<file path="src/rtl/tl_pkg.sv">
// Shared TileLink constants for the probe fan-out slice: opcodes, cap params,
// FSM state type and the client-ID width helper.
package tl_pkg;

  localparam logic [2:0] B_PROBE          = 3'd6;
  localparam logic [2:0] C_PROBE_ACK      = 3'd4;
  localparam logic [2:0] C_PROBE_ACK_DATA = 3'd5;

  localparam logic [2:0] PARAM_TO_T = 3'd0;
  localparam logic [2:0] PARAM_TO_B = 3'd1;
  localparam logic [2:0] PARAM_TO_N = 3'd2;

  typedef enum logic [1:0] {
    ST_IDLE,
    ST_ISSUE,
    ST_WAIT,
    ST_DONE
  } fan_state_e;

  // Client IDs need at least one bit even with a single client.
  function automatic int cid_w(input int n);
    return (n > 1) ? $clog2(n) : 1;
  endfunction

endpackage

</file>
<file path="src/rtl/tl_prio_enc.sv">
// Lowest-set-bit encoder: returns the one-hot and binary index of the lowest
// asserted request bit, plus a valid flag when any bit is set.
module tl_prio_enc
  import tl_pkg::*;
#(
  parameter int N = 4,
  localparam int W = cid_w(N)
) (
  input  logic [N-1:0] req_i,
  output logic [N-1:0] onehot_o,
  output logic [W-1:0] idx_o,
  output logic         valid_o
);

  // Two's-complement trick isolates the lowest set bit.
  assign onehot_o = req_i & (~req_i + N'(1));
  assign valid_o  = |req_i;

  always_comb begin
    idx_o = '0;
    for (int i = N - 1; i >= 0; i--) begin
      if (req_i[i]) idx_o = W'(i);
    end
  end

endmodule

</file>
<file path="src/rtl/tl_probe_fanout.sv">
// Serialises one sharer-mask probe request into per-client B probes, gathers
// the ProbeAck[Data] responses and reports a single completion.
module tl_probe_fanout
  import tl_pkg::*;
#(
  parameter int N_CLIENTS  = 4,
  parameter int DATA_W     = 64,
  parameter int ADDR_W     = 64,
  parameter int SOURCE_W   = 4,
  parameter int M_SOURCE_W = SOURCE_W + $clog2(N_CLIENTS),
  localparam int CID_W     = cid_w(N_CLIENTS)
) (
  input  logic                  clk,
  input  logic                  rst_n,
  input  logic                  req_valid_i,
  output logic                  req_ready_o,
  input  logic [2:0]            req_param_i,
  input  logic [3:0]            req_size_i,
  input  logic [SOURCE_W-1:0]   req_source_i,
  input  logic [ADDR_W-1:0]     req_address_i,
  input  logic [N_CLIENTS-1:0]  req_mask_i,
  output logic                  b_valid_o,
  input  logic                  b_ready_i,
  output logic [2:0]            b_opcode_o,
  output logic [2:0]            b_param_o,
  output logic [3:0]            b_size_o,
  output logic [SOURCE_W-1:0]   b_source_o,
  output logic [ADDR_W-1:0]     b_address_o,
  output logic [7:0]            b_mask_o,
  output logic [DATA_W-1:0]     b_data_o,
  output logic                  b_corrupt_o,
  output logic [CID_W-1:0]      b_dest_o,
  input  logic                  pa_valid_i,
  output logic                  pa_ready_o,
  input  logic [2:0]            pa_opcode_i,
  input  logic [2:0]            pa_param_i,
  input  logic [3:0]            pa_size_i,
  input  logic [M_SOURCE_W-1:0] pa_source_i,
  output logic                  done_valid_o,
  input  logic                  done_ready_i,
  output logic                  done_dirty_o,
  output logic [N_CLIENTS-1:0]  done_acked_o,
  output logic                  err_o
);

  localparam int LOG_BEAT = $clog2(DATA_W / 8);
  localparam int BEAT_W   = 16;

  fan_state_e            state_q, state_d;
  logic [2:0]            param_q, param_d;
  logic [3:0]            size_q, size_d;
  logic [SOURCE_W-1:0]   source_q, source_d;
  logic [ADDR_W-1:0]     addr_q, addr_d;
  logic [N_CLIENTS-1:0]  issue_q, issue_d;
  logic [N_CLIENTS-1:0]  pend_q, pend_d;
  logic [N_CLIENTS-1:0]  acked_q, acked_d;
  logic                  dirty_q, dirty_d;
  logic                  err_q, err_d;
  logic                  burst_q, burst_d;
  logic [BEAT_W-1:0]     rem_q, rem_d;
  logic [CID_W-1:0]      bcid_q, bcid_d;
  logic                  bdirty_q, bdirty_d;

  logic [N_CLIENTS-1:0]  enc_oh;
  logic [CID_W-1:0]      enc_idx;
  logic                  enc_valid;
  logic [CID_W-1:0]      pa_cid;
  logic [N_CLIENTS-1:0]  pa_oh;
  logic [BEAT_W-1:0]     pa_beats;
  logic                  ack_done;
  logic                  ack_dirty;
  logic [N_CLIENTS-1:0]  ack_oh;
  logic                  unused_pa_bits;

  tl_prio_enc #(.N(N_CLIENTS)) u_issue_sel (
    .req_i    (issue_q),
    .onehot_o (enc_oh),
    .idx_o    (enc_idx),
    .valid_o  (enc_valid)
  );

  assign unused_pa_bits = ^{pa_param_i, pa_source_i[SOURCE_W-1:0]};

  // Out-of-range client IDs shift to zero and therefore never look pending.
  assign pa_cid = pa_source_i[M_SOURCE_W-1 -: CID_W];
  assign pa_oh  = N_CLIENTS'(1) << pa_cid;

  always_comb begin
    pa_beats = BEAT_W'(1);
    if (pa_opcode_i == C_PROBE_ACK_DATA && pa_size_i > 4'(LOG_BEAT)) begin
      pa_beats = BEAT_W'(1) << (pa_size_i - 4'(LOG_BEAT));
    end
  end

  assign req_ready_o  = (state_q == ST_IDLE);
  assign b_valid_o    = (state_q == ST_ISSUE) && enc_valid;
  assign pa_ready_o   = (state_q == ST_ISSUE) || (state_q == ST_WAIT);
  assign done_valid_o = (state_q == ST_DONE);
  assign b_opcode_o   = B_PROBE;
  assign b_param_o    = param_q;
  assign b_size_o     = size_q;
  assign b_source_o   = source_q;
  assign b_address_o  = addr_q;
  assign b_mask_o     = '1;
  assign b_data_o     = '0;
  assign b_corrupt_o  = 1'b0;
  assign b_dest_o     = enc_idx;
  assign done_dirty_o = dirty_q;
  assign done_acked_o = acked_q;
  assign err_o        = err_q;

  always_comb begin
    state_d   = state_q;
    param_d   = param_q;
    size_d    = size_q;
    source_d  = source_q;
    addr_d    = addr_q;
    issue_d   = issue_q;
    pend_d    = pend_q;
    acked_d   = acked_q;
    dirty_d   = dirty_q;
    err_d     = err_q;
    burst_d   = burst_q;
    rem_d     = rem_q;
    bcid_d    = bcid_q;
    bdirty_d  = bdirty_q;
    ack_done  = 1'b0;
    ack_dirty = 1'b0;
    ack_oh    = '0;

    case (state_q)
      ST_IDLE: begin
        if (req_valid_i) begin
          param_d  = req_param_i;
          size_d   = req_size_i;
          source_d = req_source_i;
          addr_d   = req_address_i;
          issue_d  = req_mask_i;
          pend_d   = req_mask_i;
          acked_d  = '0;
          dirty_d  = 1'b0;
          burst_d  = 1'b0;
          rem_d    = '0;
          state_d  = (req_mask_i != '0) ? ST_ISSUE : ST_DONE;
        end
      end
      ST_DONE: begin
        if (done_ready_i) state_d = ST_IDLE;
      end
      default: ;
    endcase

    // A client may only ack after its probe left, i.e. pending but no longer queued.
    if (pa_ready_o && pa_valid_i) begin
      if (burst_q) begin
        if (pa_cid != bcid_q) begin
          err_d = 1'b1;
        end else begin
          rem_d = rem_q - BEAT_W'(1);
          if (rem_q == BEAT_W'(1)) begin
            burst_d   = 1'b0;
            ack_done  = 1'b1;
            ack_dirty = bdirty_q;
            ack_oh    = N_CLIENTS'(1) << bcid_q;
          end
        end
      end else if (!(pa_opcode_i == C_PROBE_ACK || pa_opcode_i == C_PROBE_ACK_DATA) ||
                   ((pend_q & ~issue_q & pa_oh) == '0)) begin
        err_d = 1'b1;
      end else if (pa_beats == BEAT_W'(1)) begin
        ack_done  = 1'b1;
        ack_dirty = (pa_opcode_i == C_PROBE_ACK_DATA);
        ack_oh    = pa_oh;
      end else begin
        burst_d  = 1'b1;
        rem_d    = pa_beats - BEAT_W'(1);
        bcid_d   = pa_cid;
        bdirty_d = (pa_opcode_i == C_PROBE_ACK_DATA);
      end
    end

    if (ack_done) begin
      pend_d  = pend_q & ~ack_oh;
      acked_d = acked_q | ack_oh;
      dirty_d = dirty_q | ack_dirty;
    end

    if (b_valid_o && b_ready_i) issue_d = issue_q & ~enc_oh;

    if ((state_q == ST_ISSUE || state_q == ST_WAIT) && issue_d == '0) begin
      state_d = (pend_d == '0) ? ST_DONE : ST_WAIT;
    end
  end

  always_ff @(posedge clk or negedge rst_n) begin
    if (!rst_n) begin
      state_q  <= ST_IDLE;
      param_q  <= '0;
      size_q   <= '0;
      source_q <= '0;
      addr_q   <= '0;
      issue_q  <= '0;
      pend_q   <= '0;
      acked_q  <= '0;
      dirty_q  <= 1'b0;
      err_q    <= 1'b0;
      burst_q  <= 1'b0;
      rem_q    <= '0;
      bcid_q   <= '0;
      bdirty_q <= 1'b0;
    end else begin
      state_q  <= state_d;
      param_q  <= param_d;
      size_q   <= size_d;
      source_q <= source_d;
      addr_q   <= addr_d;
      issue_q  <= issue_d;
      pend_q   <= pend_d;
      acked_q  <= acked_d;
      dirty_q  <= dirty_d;
      err_q    <= err_d;
      burst_q  <= burst_d;
      rem_q    <= rem_d;
      bcid_q   <= bcid_d;
      bdirty_q <= bdirty_d;
    end
  end

endmodule

</file>
<file path="config.mk">
export PLATFORM = sky130hd
export DESIGN_NAME = tl_probe_fanout
export DESIGN_NICKNAME = d
export VERILOG_FILES = /design/src/rtl/tl_pkg.sv /design/src/rtl/tl_prio_enc.sv /design/src/rtl/tl_probe_fanout.sv
export SDC_FILE = /design/constraint.sdc
export NUM_CORES = 1
export LEC_CHECK = 0
export CORE_UTILIZATION = 30
export DETAILED_ROUTE_END_ITERATION = 16
export HOLD_SLACK_MARGIN = 0.05
export SLEW_MARGIN = 20
export SYNTH_ARGS = -nofsm -noshare
export SYNTH_HDL_FRONTEND = slang
export SYNTH_SLANG_ARGS = --single-unit
</file>
<file path="constraint.sdc">
create_clock -name clk -period 3.6 [get_ports clk]
set_input_delay 1.08 -clock clk [delete_from_list [all_inputs] [get_ports clk]]
set_output_delay 1.08 -clock clk [all_outputs]
set_load 0.02 [all_outputs]
</file>
==> key figures, run 1 <==
Global route
  – Initial antenna violation count: 0
  – First-pass GRT wire length: 27.5 mm
  – GR peak layer: met2
  – Grt ovf: 0
  – Number of global-route vias before repair: 5,228
  – Met1 usage in global routing: 0.206
  – Met3 usage: 0.0638
  – Largest net degree at the start of global routing: 64
  – Gr usage total: 0.162
  – GRT met2 Usage: 0.256

Worst setup path
  – Critical path capture point type: register
  – CP Class: input pin to register
  – Worst setup SP type: input pin
  – R2R Setup Slk: 0.62 ns
  – CP required: 3.84 ns
  – Crit path max fanout: 5
  – Worst Path Arrival: between 3 and 4 ns

Drt
  – Routed WL: 17.0 mm
  – DR iter-0 viols: 277
  – Via/cell ratio: 4.57
  – Detailed-route wire length per cell: 14.2 um
  – Via count: 5,484
  – Antenna-violating nets left: 0
  – 1st-pass router iterations: 5
  – Post-route DRC: 0

Timing
  – Setup WS post-layout: approximately 0.096 ns
  – Worst-margin pin slew: 0.645 ns
  – Rel. slew slack: 0.570
  – Fin. Hold Viols: 0
  – Fin crit share: 0.973
  – F_max: 285 MHz
  – Final Skew: roughly 0.014 ns
  – Min Tclk post-route: 3.50 ns
  – Count of pins over their slew limit: 0
  – Hold_ws: about 0.48 ns
  – Final setup viols: 0

Clock tree
  – CTS root buffer: clkbuf_16
  – Htree depth: 3
  – Clock Path Buffers: 2
  – CTS clk-pin slew, worst paths: ~0.07 ns
  – Worst skew pair latency: 0.36 ns
  – Sink Count: 111
  – TritonCTS clock tree: done
  – Total CTS buffers: 9

Place
  – DP Worst Slack: -0.307 ns
  – DP HPWL: 12.2 mm
  – GP Congestion: a little over 0.8
  – IO Port Bufs: 180
  – Placement Cell Area: 8160 um^2

Synth
  – Top cell type's share of synthesized area: 0.453
  – Combinational family with the most area after synthesis: simple AND/OR/NAND/NOR gates
  – Top-count cell post-synth: nand2_1
  – Seq/Total Area, Yosys: 0.453
  – Asr flop ratio synth: 1.00
  – Top post-synthesis cells by count: 262 x nand2_1, 111 x dfrtp_1, 76 x buf_4
  – Synth Area in Adders: 0.0143
  – Yosys top cell by area: dfrtp_1
  – Xor and xnor area share after synthesis: 0.00429
  – Ranking of synthesized cells by area: dfrtp_1 45%, nand2_1 16%, buf_4 9.3%
  – Mapped Area: 6130 um^2
  – Synth Area in Compound Gates: 0.133
  – EDFF count, synth: 0
  – Count of cell types in the netlist: 63
  – Most frequently used flop master after synthesis: dfrtp_1
  – Syn. warnings: 0
  – Post-synthesis mux area share: 0.0139
  – Synth Instances: 732
  – Seq cells post-synth: 111
  – Avg Cell Area, Syn: 8.37 um^2
  – Post-synthesis simple-gate area fraction: 0.254

Final layout
  – Final Instance Area: 8530 um^2
  – Fill count: 1,949
  – Post-layout util: 0.433
  – Share of cells above drive strength 1: 0.0846
  – Ant diodes: 0
  – Area grow syn2layout: 39.2%
  – Register area: approximately 2800 um^2
  – Area of the multi-input gates: ~2900 um^2
  – Nets@finish: 1,037

Power
  – Leak: between 4 and 5 nW
  – Pwr Density: around 740 nW/um^2
  – Total power: 6.32 mW
  – Worst vdd ir: between 0.4 and 0.5 mV

Floorplan
  – Cell row count: 51
  – Starting Density: 0.311
  – Die height: 145 um
  – Die width: 145 um
  – Top Ports: 264
  – Core footprint: 19,700 um^2
  – Full die area: 21,000 um^2

Worst hold path
  – Worst min path class: register to register

Flow run
  – Maxcap violations: 0

Status
  – Status: finished clean
## logic make-up after synthesis
logic type                 count (synthesis)
adders and majority gates                  7
muxes                                      7
and+or+nand+nor                          358
DFF                                      111
xor gates and xnor gates                   3
other                                      2
buffers and inverters                    130
AOI/OAI and AO/OA                        114
## metal layers
layer  part of all wire  vias up  wire, um
met3              0.095       11      1620
li1                   -     2702         -
met5                  0        -         0
met2               0.46      194      7770
met1               0.44     2577      7460
met4              0.011        0       180
## area by class of cell
type / instances / area share
Clock buffer: 10 / 0.0268
Clock inverter: 6 / 0.00674
Inverter: 16 / 0.00704
Multi-Input combinational cell: 565 / 0.342
Sequential cell: 111 / 0.326
Tap cell: 265 / 0.0389
Timing Repair Buffer: 226 / 0.253
## repair_timing
action                     4_1_cts  5_1_grt
gates resized for setup          0       10
setup buffers                    0        4
setup endpoints to repair        0        1
hold buffers                     0        0
## layout by cell type, fill, tap and decap left out, types with 6 or more instances in the layout
cell and instances:
nor2b_1 8, conb_1 76, a31oi_1 6, clkbuf_16 9
nand4_1 9, a21oi_1 20, nor2_1 20, nand2_1 261
o211ai_1 7, ha_1 6, a221oi_1 6, inv_1 16
clkdlybuf4s50_1 178, nand3_1 15, dfrtp_1 111, buf_4 46
o31ai_1 6, o21ai_0 20, nor3_1 9, a22o_1 8
## through the flow
stage	TNS, ns	instances
floorplan	0	806
global placement	-0.388	1179
detailed placement	-1.04	1179
CTS	0	1195
global route	-0.0180	1199
finish	0	1199
## sequential cells by signal (all words and copies together) (netlist names)
signal and cells:
pend_q 4, issue_q 4, burst_q 1, bdirty_q 1, done_acked_o 4, b_size_o 4
err_o 1, bcid_q 2, rem_q 16, b_address_o 64, state_q 2, done_dirty_o 1
b_source_o 4, b_param_o 3
## worst max-delay path, cell delays in order
cell and delay, ns:
clkdlybuf4s50_1 0.50, nand3b_1 0.17, nor3b_2 0.24, nand2_1 0.14
ha_4 0.20, o2bb2ai_4 0.14, buf_4 0.16, and4_1 0.18
o2111ai_1 0.17, nand3_1 0.13, a211o_1 0.26, o41ai_2 0.36
## path summary, 6_finish.rpt
check	from	end	depth (start not counted)
worst min-delay path	b_address_o[33]	b_address_o[33]	2
max in group asynchronous	rst_n	b_address_o[32]	2
worst max-delay path	pa_opcode_i[0]	state_q[0]	12
worst min register to register	b_address_o[33]	b_address_o[33]	2
min in group asynchronous	rst_n	bdirty_q	1
worst max register to register	rem_q[0]	state_q[0]	8
## power by group
part | total, mW | internal [mW] | switching, mW
Combinational | 3.24 | 1.39 | 1.85
Clock | 1.01 | 0.491 | 0.522
Sequential | 2.07 | 1.74 | 0.331
Power figures use the tool's default switching activity.
==> run 2, diff against run 1 <==
SKIP_LAST_GASP = 1   (was default)
==> results of run 2 <==
Same layout as run 1: the final DEF is identical, and so are final timing and power.
